<file path="src/rtl/i2c_dac_responder.sv">
// I2C target emulating a 2-channel 12-bit DAC register file (write, commit, read-back).
// SCL is observe-only; SDA is open-drain through sda_o.

module i2c_dac_line_filter #(
    parameter int FILTER_LEN = 3
) (
    input  logic clk,
    input  logic rst_n,
    input  logic raw,
    output logic level
);
    logic [1:0] sync;
    logic [2:0] cnt;

    // A new level is accepted only after FILTER_LEN consecutive synced samples agree.
    always_ff @(posedge clk or negedge rst_n) begin
        if (!rst_n) begin
            sync  <= 2'b11;
            cnt   <= '0;
            level <= 1'b1;
        end else begin
            sync <= {sync[0], raw};
            if (sync[1] == level) begin
                cnt <= '0;
            end else if (cnt == 3'(FILTER_LEN - 1)) begin
                level <= sync[1];
                cnt   <= '0;
            end else begin
                cnt <= cnt + 3'd1;
            end
        end
    end
endmodule

module i2c_dac_responder #(
    parameter logic [6:0] DEV_ADDR   = 7'h60,
    parameter int         FILTER_LEN = 3
) (
    input  logic        clk,
    input  logic        rst_n,
    input  logic        scl_i,
    input  logic        sda_i,
    output logic        sda_o,
    output logic [11:0] dac0_value,
    output logic [11:0] dac1_value,
    output logic        update_stb,
    output logic        update_ch,
    output logic        err_stb,
    output logic        bus_busy
);
    typedef enum logic [3:0] {
        IDLE, ADDR, ADDR_ACK, CMD, CMD_ACK, WR_HI, WR_HI_ACK, WR_LO, WR_LO_ACK,
        RD_HI, RD_HI_MACK, RD_LO, RD_LO_MACK, IGNORE
    } state_t;

    logic [1:0] raw_lines, flt_lines;
    assign raw_lines = {sda_i, scl_i};

    for (genvar g = 0; g < 2; g++) begin : g_filt
        i2c_dac_line_filter #(.FILTER_LEN(FILTER_LEN)) u_filt (
            .clk  (clk),
            .rst_n(rst_n),
            .raw  (raw_lines[g]),
            .level(flt_lines[g])
        );
    end

    logic scl_f, sda_f, scl_q, sda_q;
    assign scl_f = flt_lines[0];
    assign sda_f = flt_lines[1];

    always_ff @(posedge clk or negedge rst_n) begin
        if (!rst_n) begin
            scl_q <= 1'b1;
            sda_q <= 1'b1;
        end else begin
            scl_q <= scl_f;
            sda_q <= sda_f;
        end
    end

    logic scl_rise, scl_fall, start_c, stop_c;
    assign scl_rise = scl_f & ~scl_q;
    assign scl_fall = ~scl_f & scl_q;
    assign start_c  = scl_f & scl_q & sda_q & ~sda_f;
    assign stop_c   = scl_f & scl_q & ~sda_q & sda_f;

    state_t      state;
    logic [3:0]  bit_cnt;
    logic [6:0]  shreg;
    logic [3:0]  hi_nib;
    logic        ptr, rd_req, cmd_rd, ack_ph, mack;
    logic [7:0]  txsh, snap_lo;

    logic [7:0]  nbyte;
    logic        byte_end, commit;
    logic [11:0] cur;
    assign nbyte    = {shreg, sda_f};
    assign byte_end = scl_rise && (bit_cnt == 4'd7);
    assign commit   = (state == WR_LO) && byte_end;
    assign cur      = ptr ? dac1_value : dac0_value;

    always_ff @(posedge clk or negedge rst_n) begin
        if (!rst_n) begin
            state    <= IDLE;
            bit_cnt  <= '0;
            shreg    <= '0;
            hi_nib   <= '0;
            ptr      <= 1'b0;
            rd_req   <= 1'b0;
            cmd_rd   <= 1'b0;
            ack_ph   <= 1'b0;
            mack     <= 1'b0;
            txsh     <= '0;
            snap_lo  <= '0;
            sda_o    <= 1'b1;
            err_stb  <= 1'b0;
            bus_busy <= 1'b0;
        end else begin
            err_stb <= 1'b0;
            if (start_c) begin
                state    <= ADDR;
                bit_cnt  <= '0;
                ack_ph   <= 1'b0;
                sda_o    <= 1'b1;
                bus_busy <= 1'b1;
            end else if (stop_c) begin
                state    <= IDLE;
                sda_o    <= 1'b1;
                bus_busy <= 1'b0;
            end else begin
                case (state)
                    ADDR, CMD, WR_HI, WR_LO: begin
                        if (scl_rise) begin
                            shreg   <= nbyte[6:0];
                            bit_cnt <= bit_cnt + 4'd1;
                            if (byte_end) begin
                                bit_cnt <= '0;
                                ack_ph  <= 1'b0;
                                case (state)
                                    ADDR: begin
                                        if (nbyte[7:1] != DEV_ADDR) begin
                                            state <= IGNORE;
                                        end else begin
                                            rd_req <= nbyte[0];
                                            state  <= ADDR_ACK;
                                        end
                                    end
                                    CMD: begin
                                        // Only registers 0/1 with write (00) or read-select (11) are valid.
                                        if (nbyte[7:4] == 4'd0 && nbyte[2] == nbyte[1]) begin
                                            ptr    <= nbyte[3];
                                            cmd_rd <= nbyte[2];
                                            state  <= CMD_ACK;
                                        end else begin
                                            err_stb <= 1'b1;
                                            state   <= IGNORE;
                                        end
                                    end
                                    WR_HI: begin
                                        hi_nib <= nbyte[3:0];
                                        state  <= WR_HI_ACK;
                                    end
                                    default: state <= WR_LO_ACK;
                                endcase
                            end
                        end
                    end
                    ADDR_ACK, CMD_ACK, WR_HI_ACK, WR_LO_ACK: begin
                        if (scl_fall) begin
                            if (!ack_ph) begin
                                sda_o  <= 1'b0;
                                ack_ph <= 1'b1;
                            end else begin
                                ack_ph  <= 1'b0;
                                bit_cnt <= '0;
                                sda_o   <= 1'b1;
                                case (state)
                                    ADDR_ACK: begin
                                        if (rd_req) begin
                                            state   <= RD_HI;
                                            txsh    <= {4'd0, cur[11:8]};
                                            snap_lo <= cur[7:0];
                                            sda_o   <= 1'b0;
                                        end else begin
                                            state <= CMD;
                                        end
                                    end
                                    CMD_ACK:   state <= cmd_rd ? IGNORE : WR_HI;
                                    WR_HI_ACK: state <= WR_LO;
                                    default:   state <= CMD;
                                endcase
                            end
                        end
                    end
                    RD_HI, RD_LO: begin
                        if (scl_rise) bit_cnt <= bit_cnt + 4'd1;
                        if (scl_fall) begin
                            if (bit_cnt == 4'd8) begin
                                sda_o   <= 1'b1;
                                bit_cnt <= '0;
                                state   <= (state == RD_HI) ? RD_HI_MACK : RD_LO_MACK;
                            end else begin
                                sda_o <= txsh[6];
                                txsh  <= {txsh[6:0], 1'b0};
                            end
                        end
                    end
                    RD_HI_MACK, RD_LO_MACK: begin
                        if (scl_rise) mack <= ~sda_f;
                        if (scl_fall) begin
                            if (!mack) begin
                                state <= IGNORE;
                                sda_o <= 1'b1;
                            end else if (state == RD_HI_MACK) begin
                                state <= RD_LO;
                                txsh  <= snap_lo;
                                sda_o <= snap_lo[7];
                            end else begin
                                state   <= RD_HI;
                                txsh    <= {4'd0, cur[11:8]};
                                snap_lo <= cur[7:0];
                                sda_o   <= 1'b0;
                            end
                        end
                    end
                    IGNORE:  sda_o <= 1'b1;
                    default: sda_o <= 1'b1;
                endcase
            end
        end
    end

    // Commit path sits outside the START/STOP priority so a completed low byte always lands.
    always_ff @(posedge clk or negedge rst_n) begin
        if (!rst_n) begin
            dac0_value <= '0;
            dac1_value <= '0;
            update_stb <= 1'b0;
            update_ch  <= 1'b0;
        end else begin
            update_stb <= 1'b0;
            if (commit) begin
                if (ptr) dac1_value <= {hi_nib, nbyte};
                else     dac0_value <= {hi_nib, nbyte};
                update_stb <= 1'b1;
                update_ch  <= ptr;
            end
        end
    end
endmodule

</file>
<file path="config.mk">
export PLATFORM = sky130hd
export DESIGN_NAME = i2c_dac_responder
export DESIGN_NICKNAME = d
export VERILOG_FILES = /design/src/rtl/i2c_dac_responder.sv
export SDC_FILE = /design/constraint.sdc
export NUM_CORES = 1
export LEC_CHECK = 0
export ABC_AREA = 1
export BUFFER_PORTS_ARGS = -buffer_cell sky130_fd_sc_hd__buf_2
export CAP_MARGIN = 0
export CORE_MARGIN = 4
export CORE_UTILIZATION = 40
export CTS_CLUSTER_SIZE = 25
export DETAILED_ROUTE_END_ITERATION = 10
export SYNTH_ARGS = -nofsm -noshare
export SYNTH_HDL_FRONTEND = slang
export SYNTH_HIERARCHICAL = 1
export SYNTH_SLANG_ARGS = --single-unit
</file>
<file path="constraint.sdc">
create_clock -name clk -period 4 [get_ports clk]
set_input_delay 0.6 -clock clk [delete_from_list [all_inputs] [get_ports clk]]
set_output_delay 0.6 -clock clk [all_outputs]
set_load 0.03 [all_outputs]
</file>
## After elaboration in Yosys (flattened, before gate mapping)

Index checks and enable logic that the tools add are counted.

| operators by class | value |
|---|---|
| equality and inequality tests | 42 |
| bitwise gates (word level) | 17 |
| mux-type cells | 81 |
| add/sub/neg operators | 3 |
| reduce and logical (&&, ||, !) cells | 29 |

Operators by type and width:

| operator | count |
|---|---|
| 4-bit 2-to-1 mux | 22 |
| 7-bit 2-to-1 mux | 9 |
| 8-bit 2-to-1 mux | 7 |
| 4-bit case mux with 3 select lines | 3 |
| 4-bit != test (second input constant) | 7 |
| 1-bit 2-to-1 mux | 27 |
| 4-bit == test (second input constant) | 6 |
| 7-bit case mux with 3 select lines | 1 |
| 4-bit by 3-bit == test with 1-bit output (second input constant) | 5 |
| 2-bit != test (second input constant) | 10 |
| 3-bit 2-to-1 mux | 6 |
| 4-bit case mux with 4 select lines | 1 |
| 8-bit case mux with 2 select lines | 1 |
| 3-bit != test (second input constant) | 5 |
| 7-bit AND reduction | 2 |
| 12-bit 2-to-1 mux | 1 |
| 4-bit AND reduction | 3 |
| 11-bit AND reduction | 1 |
| 1-bit NOT | 10 |
| 10-bit AND reduction | 1 |
| 5-bit AND reduction | 2 |
| 4-bit by 2-bit == test with 1-bit output (second input constant) | 2 |
| 2-bit AND reduction | 4 |
| 8-bit AND reduction | 1 |
| other kinds (19) | 35 |

| storage, ports and cells | value |
|---|---|
| input bits | 4 |
| output and inout port bits | 29 |
| word-level logic and storage cells | 198 |
| register bits | 82 |

## Depth between registers and ports, before layout

Gate-level depths: netlist of the first run.

| depth | value |
|---|---|
| word-level depth | 9 |
| gate-level depth with buffers | 13 |
| gate-level depth less buffers | 11 |

## By module

Netlist of the first run, hierarchy kept.

Modules (own cells, without submodules):

| module | area each (sq um) | times used | cells each |
|---|---|---|---|
| i2c_dac_responder | 3724.8 | 1 | 482 |
| i2c_dac_line_filter (g_filt[1].u_filt) | 247.7 | 1 | 28 |
| i2c_dac_line_filter (g_filt[0].u_filt) | 241.5 | 1 | 25 |

## Least setup slack after synthesis of the first run

No wires, ideal clock.

| timing path | value |
|---|---|
| kind | reg-to-reg |
| from | reg g_filt[0].u_filt.level |
| to | reg dac1_value[10] |
| period minus slack after synthesis | 1.766 ns |
| cell stages (with the launch flop) | 6 |
| path slack | 2.234 ns |
| required time | 3.875 ns |
| buffers on the path | 0 |
| data arrival time | 1.641 ns |
| path through | dfstp_2 nand2_1 nor2_2 nand2_1 nor2_4 mux2_2 |

| on the way | value |
|---|---|
| longest elaborated chain between the ends | 4 |

Ends and longest elaborated chain:

| what | RTL line | text |
|---|---|---|
| from (decl) | 10 | `output logic level` |
| from (signal assigned) | 26 | `level <= sync[1];` |
| 1-bit AND | 83 | `assign scl_rise = scl_f & ~scl_q;` |
| 1-bit logical AND | 99 | `assign byte_end = scl_rise && (bit_cnt == 4'd7);` |
| 1-bit logical AND | 100 | `assign commit = (state == WR_LO) && byte_end;` |
| 2-bit AND reduction (no line) | n/a |  |
| to (signal assigned) | 244 | `if (ptr) dac1_value <= {hi_nib, nbyte};` |
| to (decl) | 45 | `output logic [11:0] dac1_value,` |

No other way between the ends.
A chain may end at the register's enable or synchronous reset.

## Worst setup path in the final report of the first run

| timing path | value |
|---|---|
| from | reg g_filt[0].u_filt.level |
| to | reg dac0_value[8] |

| on the way | value |
|---|---|
| longest elaborated chain between the ends | 4 |

Ends and longest elaborated chain:

| what | RTL line | text |
|---|---|---|
| 1-bit AND | 83 |  |
| 1-bit logical AND | 99 |  |
| 1-bit logical AND | 100 |  |
| 2-bit AND reduction (no line) | n/a |  |
| to (signal assigned) | 245 | `else dac0_value <= {hi_nib, nbyte};` |
| to (decl) | 44 | `output logic [11:0] dac0_value,` |

No other way between the ends.

==> metrics.csv, run 1 <==
stage,metric,value,unit
worst_hold_path,Worst Hold Class,input port to register,
grt,GR Util met1,23.6,%
floorplan,Die Y,111,µm
drt,via count,3467,
layout,final instance area,4670,µm²
yosys,Synth Area in XOR/XNOR,0.624,%
sta,final hold violation count,0,
power,Clk network pwr share,18.6,%
yosys,Synth Area in Simple Gates,29.3,%
setup_path,r2r startpoint,g_filt[0].u_filt/level,
floorplan,# IOs,33,
yosys,Synth Cell Area,4210,µm²
drt,ANT nets after route,0,
yosys,unique cell type count in the Yosys netlist,35,
run_status,outcome,completed,
grt,total grt overflow,0,
grt,met3 global-route usage,3.34,%
power,Sw Share,45.8,%
yosys,Mean Syn Cell Area,7.88,µm²
placed_design,Port-buffer cells,32,
yosys,Syn Inst Count,535,
sta,hold slack final,0.334,ns
sta,relative max-transition margin,30.2,%
cts,CTS tree,yes,
floorplan,Die Area,12200,µm²
placed_design,DP Area,4490,µm²
yosys,Compound-Gate Fraction of Synth Area,10.4,%
sta,Final min period,2.47,ns
floorplan,FP Rows,37,
setup_path,crit path from,g_filt[0].u_filt/level,
grt,grt peak-use layer,met2,
cts,H-tree levels,3,
yosys,combinational family with the most area after synthesis,simple AND/OR/NAND/NOR gates,
setup_path,CP max FO,24,
placed_design,Setup WS pre-CTS,1.51,ns
floorplan,Initial Utilization,41.0,%
drt,detailed-route vias per instance,4.89,
cts,# hold bufs at CTS,0,
sta,"Slew Viols, Final",0,
layout,area added between synthesis and finish,10.7,%
setup_path,critical setup path kind,register to register,
setup_path,WP data required,4.25,ns
power,Peak VDD IR,0.334,mV
power,net switching power,1.37,mW
setup_path,CP Capture Type,register,
drt,DR iter-0 viols,209,
setup_path,WP data arrival,2.72,ns
grt,initial antenna violation count,0,
layout,# fillers,1047,
setup_path,Worst Setup Start Kind,register,
yosys,adder-cell share of the synthesized area,0.891,%
sta,f_max,405,MHz
grt,pin count of the biggest net entering global routing,83,
cts,clock transition at the registers of the reported paths,0.08,ns
sta,Tcrit/Tclk final,61.8,%
sta,setup TNS,0,ns
cts,"Setup Fix Bufs, Post-CTS",0,
sta,skew final,0.0153,ns
layout,layout cell share with drive strength beyond 1,16.4,%
floorplan,die width,111,µm
power,P_leak,2.45,nW
power,PD cells,638,nW/µm²
yosys,sequential area share after synthesis,49.0,%
power,share of power burned in registers,37.5,%
cts,clock latency at the later pin of the worst-skew pair,0.36,ns
grt,global-route wire length before repair,16900,µm
drt,Routed WL,9760,µm
yosys,syn nets,542,
drt,first-pass iteration count of the detailed router,5,
cts,deepest clock path buffer count,2,
sta,RSZ-0062 raised after global routing,no,
sta,worst setup margin,1.53,ns
layout,# diodes,0,
power,Comb pwr share,43.8,%
floorplan,Core ar.,10300,µm²
worst_hold_path,hold_sp,sda_i,
yosys,mux contribution to synthesized area,2.40,%
cts,CTS Buf Count,9,
sta,"Setup violations, final",0,
yosys,"flops & latches, synth",82,
drt,drc violations,0,
sta,worst-margin pin slew,1.05,ns
yosys,Yosys warnings,6,
placed_design,hpwl dp,7020,µm
grt,All-Layer GR Usage,16.9,%
layout,nets,575,
grt,vias in the first global route,3404,
cts,CTS Root Buffer Type,clkbuf_8,
drt,wire per inst,13.8,µm
placed_design,gp weighted congestion,0.897,
run,maximum capacitance violations,0,
cts,Sink Count,82,
cts,cts repair resizes,0,
power,internal power,1.61,mW
grt,met2 Use GR,25.9,%
==> final timing paths <==
| kind | end | slack, ns | cells after the start |
|---|---|---|---|
| worst max-delay path | dac0_value[8] | 1.53 | 5 |
| worst min-delay path | g_filt[1].u_filt/sync[0] | 0.33 | 1 |
| worst max register to register | dac0_value[8] | 1.53 | 5 |
| worst min register to register | g_filt[0].u_filt/sync[1] | 0.36 | 0 |
| max in group asynchronous | dac0_value[11] | 2.91 | 1 |
| min in group asynchronous | state[3] | 0.39 | 1 |
==> synth_stat cells (all sizes together) <==
library cell	number	area share [%]
a21boi	1	0.27
a21oi	12	1.6
a221oi	2	0.42
a22o	5	1.0
a22oi	1	0.18
a31oi	1	0.15
buf	5	0.95
clkbuf	5	0.47
dfrtp	73	43
dfstp	9	5.6
ha	3	0.89
inv	68	6.1
mux2	9	2.4
nand2	177	16
nand3	40	5.0
nand3b	2	0.36
nand4	5	0.74
nor2	55	6.0
nor3	5	0.86
o21a	5	0.89
o21ai	49	5.8
xnor2	2	0.42
xor2	1	0.21
==> layout make-up <==
type | count | area [µm²] | share of cell area [%]
Sequential cell | 82 | 2060 | 44.2
Clock buffer | 11 | 141 | 3.03
Multi-Input combinational cell | 375 | 1840 | 39.3
Tap cell | 136 | 170 | 3.65
Clock inverter | 5 | 38.8 | 0.831
Inverter | 68 | 255 | 5.47
Timing Repair Buffer | 32 | 163 | 3.49
==> sequential cells by signal (all words and copies together), names as in the netlist, 2 cells and up <==
signal and cells:
dac1_value 12, snap_lo 8, hi_nib 4, g_filt.u_filt/sync 4
g_filt.u_filt/level 2, shreg 7, g_filt.u_filt/cnt 6, state 4
txsh 7, dac0_value 12, bit_cnt 4
==> cell usage in the layout (no fill, tap or decap), drive strengths merged, types with 2 or more instances in the layout <==
| cell | instances |
|---|---|
| a21oi | 12 |
| ha | 3 |
| buf | 32 |
| inv | 69 |
| mux2 | 9 |
| nor3 | 5 |
| dfstp | 9 |
| nand4 | 5 |
| dfrtp | 73 |
| o21ai | 49 |
| xnor2 | 2 |
| clkinv | 3 |
| nand3b | 2 |
| nand2 | 177 |
| a22o | 5 |
| nand3 | 40 |
| clkbuf | 11 |
| o21a | 5 |
| a221oi | 2 |
| nor2 | 55 |
==> power groups by stage <==
stage / combinational (mW) / sequential [mW] / clock (mW)
2_1_floorplan: 1.04 / 1.11 / 0
3_3_place_gp: 1.29 / 1.13 / 0
3_5_place_dp: 1.30 / 1.13 / 0
4_1_cts: 1.31 / 1.12 / 0.584
5_1_grt: 1.52 / 1.14 / 0.618
6_report: 1.31 / 1.12 / 0.555
==> stage by stage <==
step / power (mW) / util (%) / instances
global placement: 2.42 / 43.7 / 693
finish: 2.98 / 45.4 / 709
floorplan: 2.15 / - / 535
detailed placement: 2.44 / 43.7 / 693
global route: 3.28 / 45.4 / 709
CTS: 3.01 / 45.4 / 709
==> layer usage <==
layer | vias up | part of all wire, %
met2 | 60 | 46
met4 | 0 | 1.3
met5 | - | 0
met1 | 1623 | 49
met3 | 11 | 3.4
li1 | 1773 | -
==> critical path: stages (launching register included) <==
cell and delay [ns]:
dfstp_2 0.59, nand2_1 0.19, nor2_2 0.31, nand2_1 0.19, nor2_2 0.67, mux2_2 0.41
==> kinds of logic after synthesis <==
| family | count (synthesis) |
|---|---|
| AO/OA/AOI/OAI | 76 |
| XOR/XNOR | 3 |
| adder cells (fa/ha/maj) | 3 |
| buffers and inverters | 78 |
| flip-flops | 82 |
| multiplexers | 9 |
| AND/OR/NAND/NOR | 284 |
No activity file was read; power rests on OpenSTA's default activity.
==> run 2: changes to the inputs <==
Clock period 4 ns to 2.15 ns, I/O delays scaled along.
==> metrics.csv, run 2 (synthesis gave the netlist of run 1 again) <==
stage,metric,value,unit,change
run,maximum capacitance violations,0,,unchanged
layout,"commonest non-fill, non-tap cells in the layout","nand2_1, dfrtp_1, inv_1, nor2_1, o21ai_0",,
setup_path,Worst Setup Start Kind,register,,
sta,Final min period,1.98,ns,-0.489 ns
sta,skew final,0.00739,ns,-0.00791 ns
cts,H-tree levels,3,,unchanged
floorplan,Core ar.,10300,µm²,unchanged
setup_path,CP max FO,9,,-63%
cts,CTS Root Buffer Type,clkbuf_8,,
power,P_leak,2.54,nW,+3.5%
floorplan,Initial Utilization,41.0,%,unchanged
power,Comb pwr share,45.0,%,+1.2 points
layout,layout cell share with drive strength beyond 1,18.7,%,+2.3 points
drt,DR iter-0 viols,198,,-5.3%
setup_path,CP Capture Type,register,,
sta,worst-margin pin slew,0.486,ns,-0.560 ns
power,Peak VDD IR,0.542,mV,+62%
layout,Layout Utilization,46.8,%,+1.4 points
setup_path,WP data arrival,2.29,ns,-0.43 ns
grt,All-Layer GR Usage,16.8,%,-0.079 points
drt,detailed-route vias per instance,4.85,,-0.91%
cts,CTS tree,yes,,
cts,deepest clock path buffer count,2,,unchanged
layout,area added between synthesis and finish,14.1,%,
sta,setup TNS,0,ns,unchanged
run_status,outcome,completed,,
setup_path,critical setup path kind,register to register,,
setup_path,WP data required,2.46,ns,-1.79 ns
drt,Routed WL,9770,µm,about the same
sta,Tcrit/Tclk final,92.1,%,+30 points
grt,vias in the first global route,3463,,+1.7%
floorplan,die width,111,µm,unchanged
layout,nets,590,,+2.6%
grt,initial antenna violation count,0,,unchanged
cts,CTS Buf Count,9,,unchanged
sta,final hold violation count,0,,unchanged
drt,ANT nets after route,0,,unchanged
sta,relative max-transition margin,67.5,%,+37 points
layout,"commonest non-fill, non-tap cell in the layout",nand2_1,,
grt,global-route wire length before repair,16800,µm,-0.94%
power,Sw Share,44.8,%,-1.0 points
placed_design,hpwl dp,7320,µm,+4.3%
sta,f_max,505,MHz,+25%
floorplan,# IOs,33,,unchanged
power,share of power burned in registers,36.4,%,-1.1 points
floorplan,FP Rows,37,,unchanged
placed_design,Port-buffer cells,32,,unchanged
drt,wire per inst,13.5,µm,-2.0%
worst_hold_path,Worst Hold Class,input port to register,,
cts,clock latency at the later pin of the worst-skew pair,0.36,ns,about the same
drt,first-pass iteration count of the detailed router,5,,unchanged
drt,via count,3508,,+1.2%
sta,"Slew Viols, Final",0,,unchanged
power,PD cells,1200,nW/µm²,+87%
cts,Sink Count,82,,unchanged
floorplan,Die Y,111,µm,unchanged
layout,Largest regs,"dac0_value x12, dac1_value x12, snap_lo x8",,
layout,# diodes,0,,unchanged
setup_path,crit-path cells,"nor2_1, nand2_2, nand2_1, inv_2, nand3_1, nor3_4, buf_4, nand3_1, nand2_1",,
floorplan,Die Area,12200,µm²,unchanged
drt,drc violations,0,,unchanged
grt,total grt overflow,0,,unchanged
power,net switching power,2.57,mW,+89%
placed_design,gp weighted congestion,0.913,,+1.9%
power,internal power,3.17,mW,+97%
grt,pin count of the biggest net entering global routing,49,,-41%
setup_path,critical-path cell with the highest stage delay,dfstp_2,,
power,Design Power,5.75,mW,+93%
sta,"Setup violations, final",0,,unchanged
cts,clock transition at the registers of the reported paths,0.09,ns,about the same
setup_path,Worst path max stage delay,0.62,ns,-0.05 ns
sta,RSZ-0062 raised after global routing,no,,
power,Clk network pwr share,18.5,%,about the same
==> run 2: layer usage <==
layer  GRT usage (%)  up-vias  routed length, µm
met5               0        -                  0
met4            7.39        0                157
met3            3.29       12                340
met2            25.6       55               4510
met1            23.3     1644               4760
li1                -     1797                  -
==> run 2: repair_timing <==
action,4_1_cts,5_1_grt
endpoints found under the setup margin,0,9
resized for setup,0,4
endpoints found under the hold margin,33,0
hold buffers,1,0
setup buffers,0,3
==> run 2: path summary, 6_finish.rpt <==
check,to,depth (start not counted),from,slack (ns)
setup / recovery,snap_lo[4],9,g_filt[1].u_filt/level,0.17
hold / removal,g_filt[1].u_filt/sync[0],1,sda_i,0.05
setup reg to reg,snap_lo[4],9,g_filt[1].u_filt/level,0.17
hold reg to reg,g_filt[1].u_filt/sync[1],0,g_filt[1].u_filt/sync[0],0.36
max in group asynchronous,g_filt[1].u_filt/sync[1],3,rst_n,1.04
min in group asynchronous,bit_cnt[2],2,rst_n,0.45
==> run 2: critical path, delay by kind of cell, from the launching register on <==
family        cells  cell delay, ns
buf+inv           2            0.33
flops             1            0.62
simple gates      7            0.98
==> run 2: through the flow <==
stage	worst slack [ns]	std cells	hold WS, ns	cell area, µm²
3_3_place_gp	0.211	704	0.319	4580
4_1_cts	0.134	721	0.0351	4770
2_1_floorplan	0.384	535	0.0269	4210
5_1_grt	0.0131	724	0.0353	4810
3_5_place_dp	0.146	704	0.318	4580
6_report	0.169	724	0.0526	4810
==> run 2: layout make-up <==
cell class | instances | area, µm²
fill | 1050 | 5470
sequential | 82 | 2060
multi-input combinational | 375 | 1850
timing repair buffer | 47 | 290
inverter | 68 | 255
tap | 136 | 170
clock buffer | 13 | 159
clock inverter | 3 | 22.5
==> run 2: power by group through the flow <==
stage	sequential, mW	combinational, mW	clock, mW
2_1_floorplan	2.07	1.93	0
3_3_place_gp	2.11	2.44	0
3_5_place_dp	2.11	2.48	0
4_1_cts	2.09	2.49	1.09
5_1_grt	2.15	2.97	1.17
6_report	2.09	2.59	1.06
==> run 3: changes to the inputs <==
Settings changed: CELL_PAD_IN_SITES_DETAIL_PLACEMENT set to 1, CELL_PAD_IN_SITES_GLOBAL_PLACEMENT set to 1, PLACE_DENSITY_LB_ADDON set to 0.1, RECOVER_POWER set to 50.
==> metrics.csv, run 3 (synthesis gave the netlist of run 1 again) <==
stage,metric,value,unit,change
run_status,outcome,completed,,
setup_path,critical setup path kind,register to register,,
floorplan,# IOs,33,,unchanged
floorplan,Die Y,111,µm,unchanged
layout,# diodes,0,,unchanged
sta,Final min period,2.03,ns,+0.0468 ns
drt,wire per inst,15.8,µm,+17%
power,Peak VDD IR,0.505,mV,-6.7%
drt,first-pass iteration count of the detailed router,4,,-1
setup_path,WP data required,2.43,ns,-0.03 ns
sta,hold slack final,0.0677,ns,+0.0151 ns
cts,CTS Root Buffer Type,clkbuf_8,,
sta,f_max,493,MHz,-2.3%
layout,area added between synthesis and finish,14.3,%,
sta,final hold violation count,0,,unchanged
sta,"Slew Viols, Final",0,,unchanged
floorplan,Die Area,12200,µm²,unchanged
cts,H-tree levels,3,,unchanged
layout,"commonest non-fill, non-tap cells in the layout","nand2_1, dfrtp_1, inv_1, nor2_1, o21ai_0",,
layout,"commonest non-fill, non-tap cell in the layout",nand2_1,,
floorplan,FP Rows,37,,unchanged
cts,CTS Buf Count,9,,unchanged
drt,detailed-route vias per instance,5.06,,+4.5%
drt,drc violations,0,,unchanged
drt,Routed WL,11600,µm,+18%
drt,via count,3697,,+5.4%
grt,global-route wire length before repair,19600,µm,+17%
power,Design Power,5.78,mW,+0.61%
setup_path,WP data arrival,2.31,ns,+0.02 ns
placed_design,Port-buffer cells,32,,unchanged
grt,total grt overflow,0,,unchanged
run,maximum capacitance violations,0,,unchanged
sta,relative max-transition margin,39.1,%,-28 points
cts,clock latency at the later pin of the worst-skew pair,0.35,ns,about the same
cts,Sink Count,82,,unchanged
layout,Largest regs,"dac0_value x12, dac1_value x12, snap_lo x8",,
floorplan,die width,111,µm,unchanged
cts,clock transition at the registers of the reported paths,0.08,ns,about the same
sta,Tcrit/Tclk final,94.3,%,+2.2 points
grt,vias in the first global route,3868,,+12%
floorplan,Initial Utilization,41.0,%,unchanged
drt,DR iter-0 viols,174,,-12%
cts,deepest clock path buffer count,2,,unchanged
cts,CTS tree,yes,,
grt,pin count of the biggest net entering global routing,35,,-29%
power,PD cells,1200,nW/µm²,+0.43%
grt,initial antenna violation count,0,,unchanged
drt,ANT nets after route,0,,unchanged
sta,RSZ-0062 raised after global routing,no,,
setup_path,CP max FO,9,,unchanged
setup_path,CP Capture Type,register,,
sta,setup TNS,0,ns,unchanged
grt,All-Layer GR Usage,19.6,%,+2.8 points
setup_path,Worst Setup Start Kind,register,,
sta,worst-margin pin slew,0.913,ns,+0.427 ns
sta,"Setup violations, final",0,,unchanged
placed_design,hpwl dp,8940,µm,+22%
placed_design,gp weighted congestion,0.875,,-4.2%
power,P_leak,2.55,nW,+0.46%
layout,layout cell share with drive strength beyond 1,18.7,%,-0.021 points
floorplan,Core ar.,10300,µm²,unchanged
worst_hold_path,Worst Hold Class,input port to register,,
sta,skew final,0.0141,ns,+0.00675 ns
layout,Layout Utilization,46.9,%,+0.085 points
layout,nets,596,,+1.0%
setup_path,R2R Setup Slk,0.12,ns,-0.05 ns
-- run 3: changes by cell type in the layout (fill, tap and decap cells not counted), moves of 2 or more --
cell | before | now
dfstp_2 | 9 | 7
buf_4 | 14 | 17
dfstp_1 | 0 | 2
clkbuf_2 | 0 | 2
nor2_1 | 43 | 45
clkbuf_1 | 2 | 4
-- run 3: worst paths after layout --
path | startpoint | to | cells after the start
worst max-delay path | g_filt[1].u_filt/level | snap_lo[3] | 9
worst min-delay path | sda_i | g_filt[1].u_filt/sync[0] | 1
worst max register to register | g_filt[1].u_filt/level | snap_lo[3] | 9
worst min register to register | g_filt[0].u_filt/sync[0] | g_filt[0].u_filt/sync[1] | 0
max in group asynchronous | rst_n | scl_q | 3
min in group asynchronous | rst_n | update_stb | 2
-- run 3: what timing repair did --
item,4_1_cts,5_1_grt
gates resized for setup,0,3
buffers inserted,0,4
hold buffers,1,0
endpoints found under the hold margin,32,0
endpoints found under the setup margin,0,16
-- run 3: layout make-up --
type                       count  area [µm²]
clock inverter                 3        17.5
multi-input combinational    375        1850
sequential                    82        2060
tap                          136         170
fill                        1339        5460
inverter                      68         255
clock buffer                  13         149
timing repair buffer          53         314
-- run 3: stage by stage --
step / cells / setup WS [ns] / area [µm²]
2_1_floorplan: 535 / 0.384 / 4210
3_3_place_gp: 709 / 0.190 / 4620
3_5_place_dp: 709 / 0.128 / 4620
4_1_cts: 726 / 0.105 / 4800
5_1_grt: 730 / 0.00647 / 4820
6_report: 730 / 0.122 / 4820
-- run 3: metal layers --
metal  global-route usage (%)  routed length (µm)  vias to the layer above
met4                     4.84                  93                        0
met5                        0                   0                        -
li1                         -                   -                     1811
met2                     33.1                5800                       37
met3                     3.07                 259                        6
met1                     26.6                5400                     1843
-- run 3: where the power goes --
| part | internal, mW | leakage [nW] | switching [mW] |
|---|---|---|---|
| sequential | 1.81 | 1.09 | 0.269 |
| combinational | 0.860 | 1.38 | 1.83 |
| clock | 0.450 | 0.0834 | 0.562 |
-- run 3: worst max-delay path, cell delays in order, from the launching register on --
cell and delay [ns]:
dfstp_1 0.60, nor2_1 0.09, nand2_2 0.15, nand2_1 0.13
inv_2 0.17, nand3_1 0.15, nor3_4 0.31, buf_4 0.19
nand3_1 0.09, nand2_1 0.09
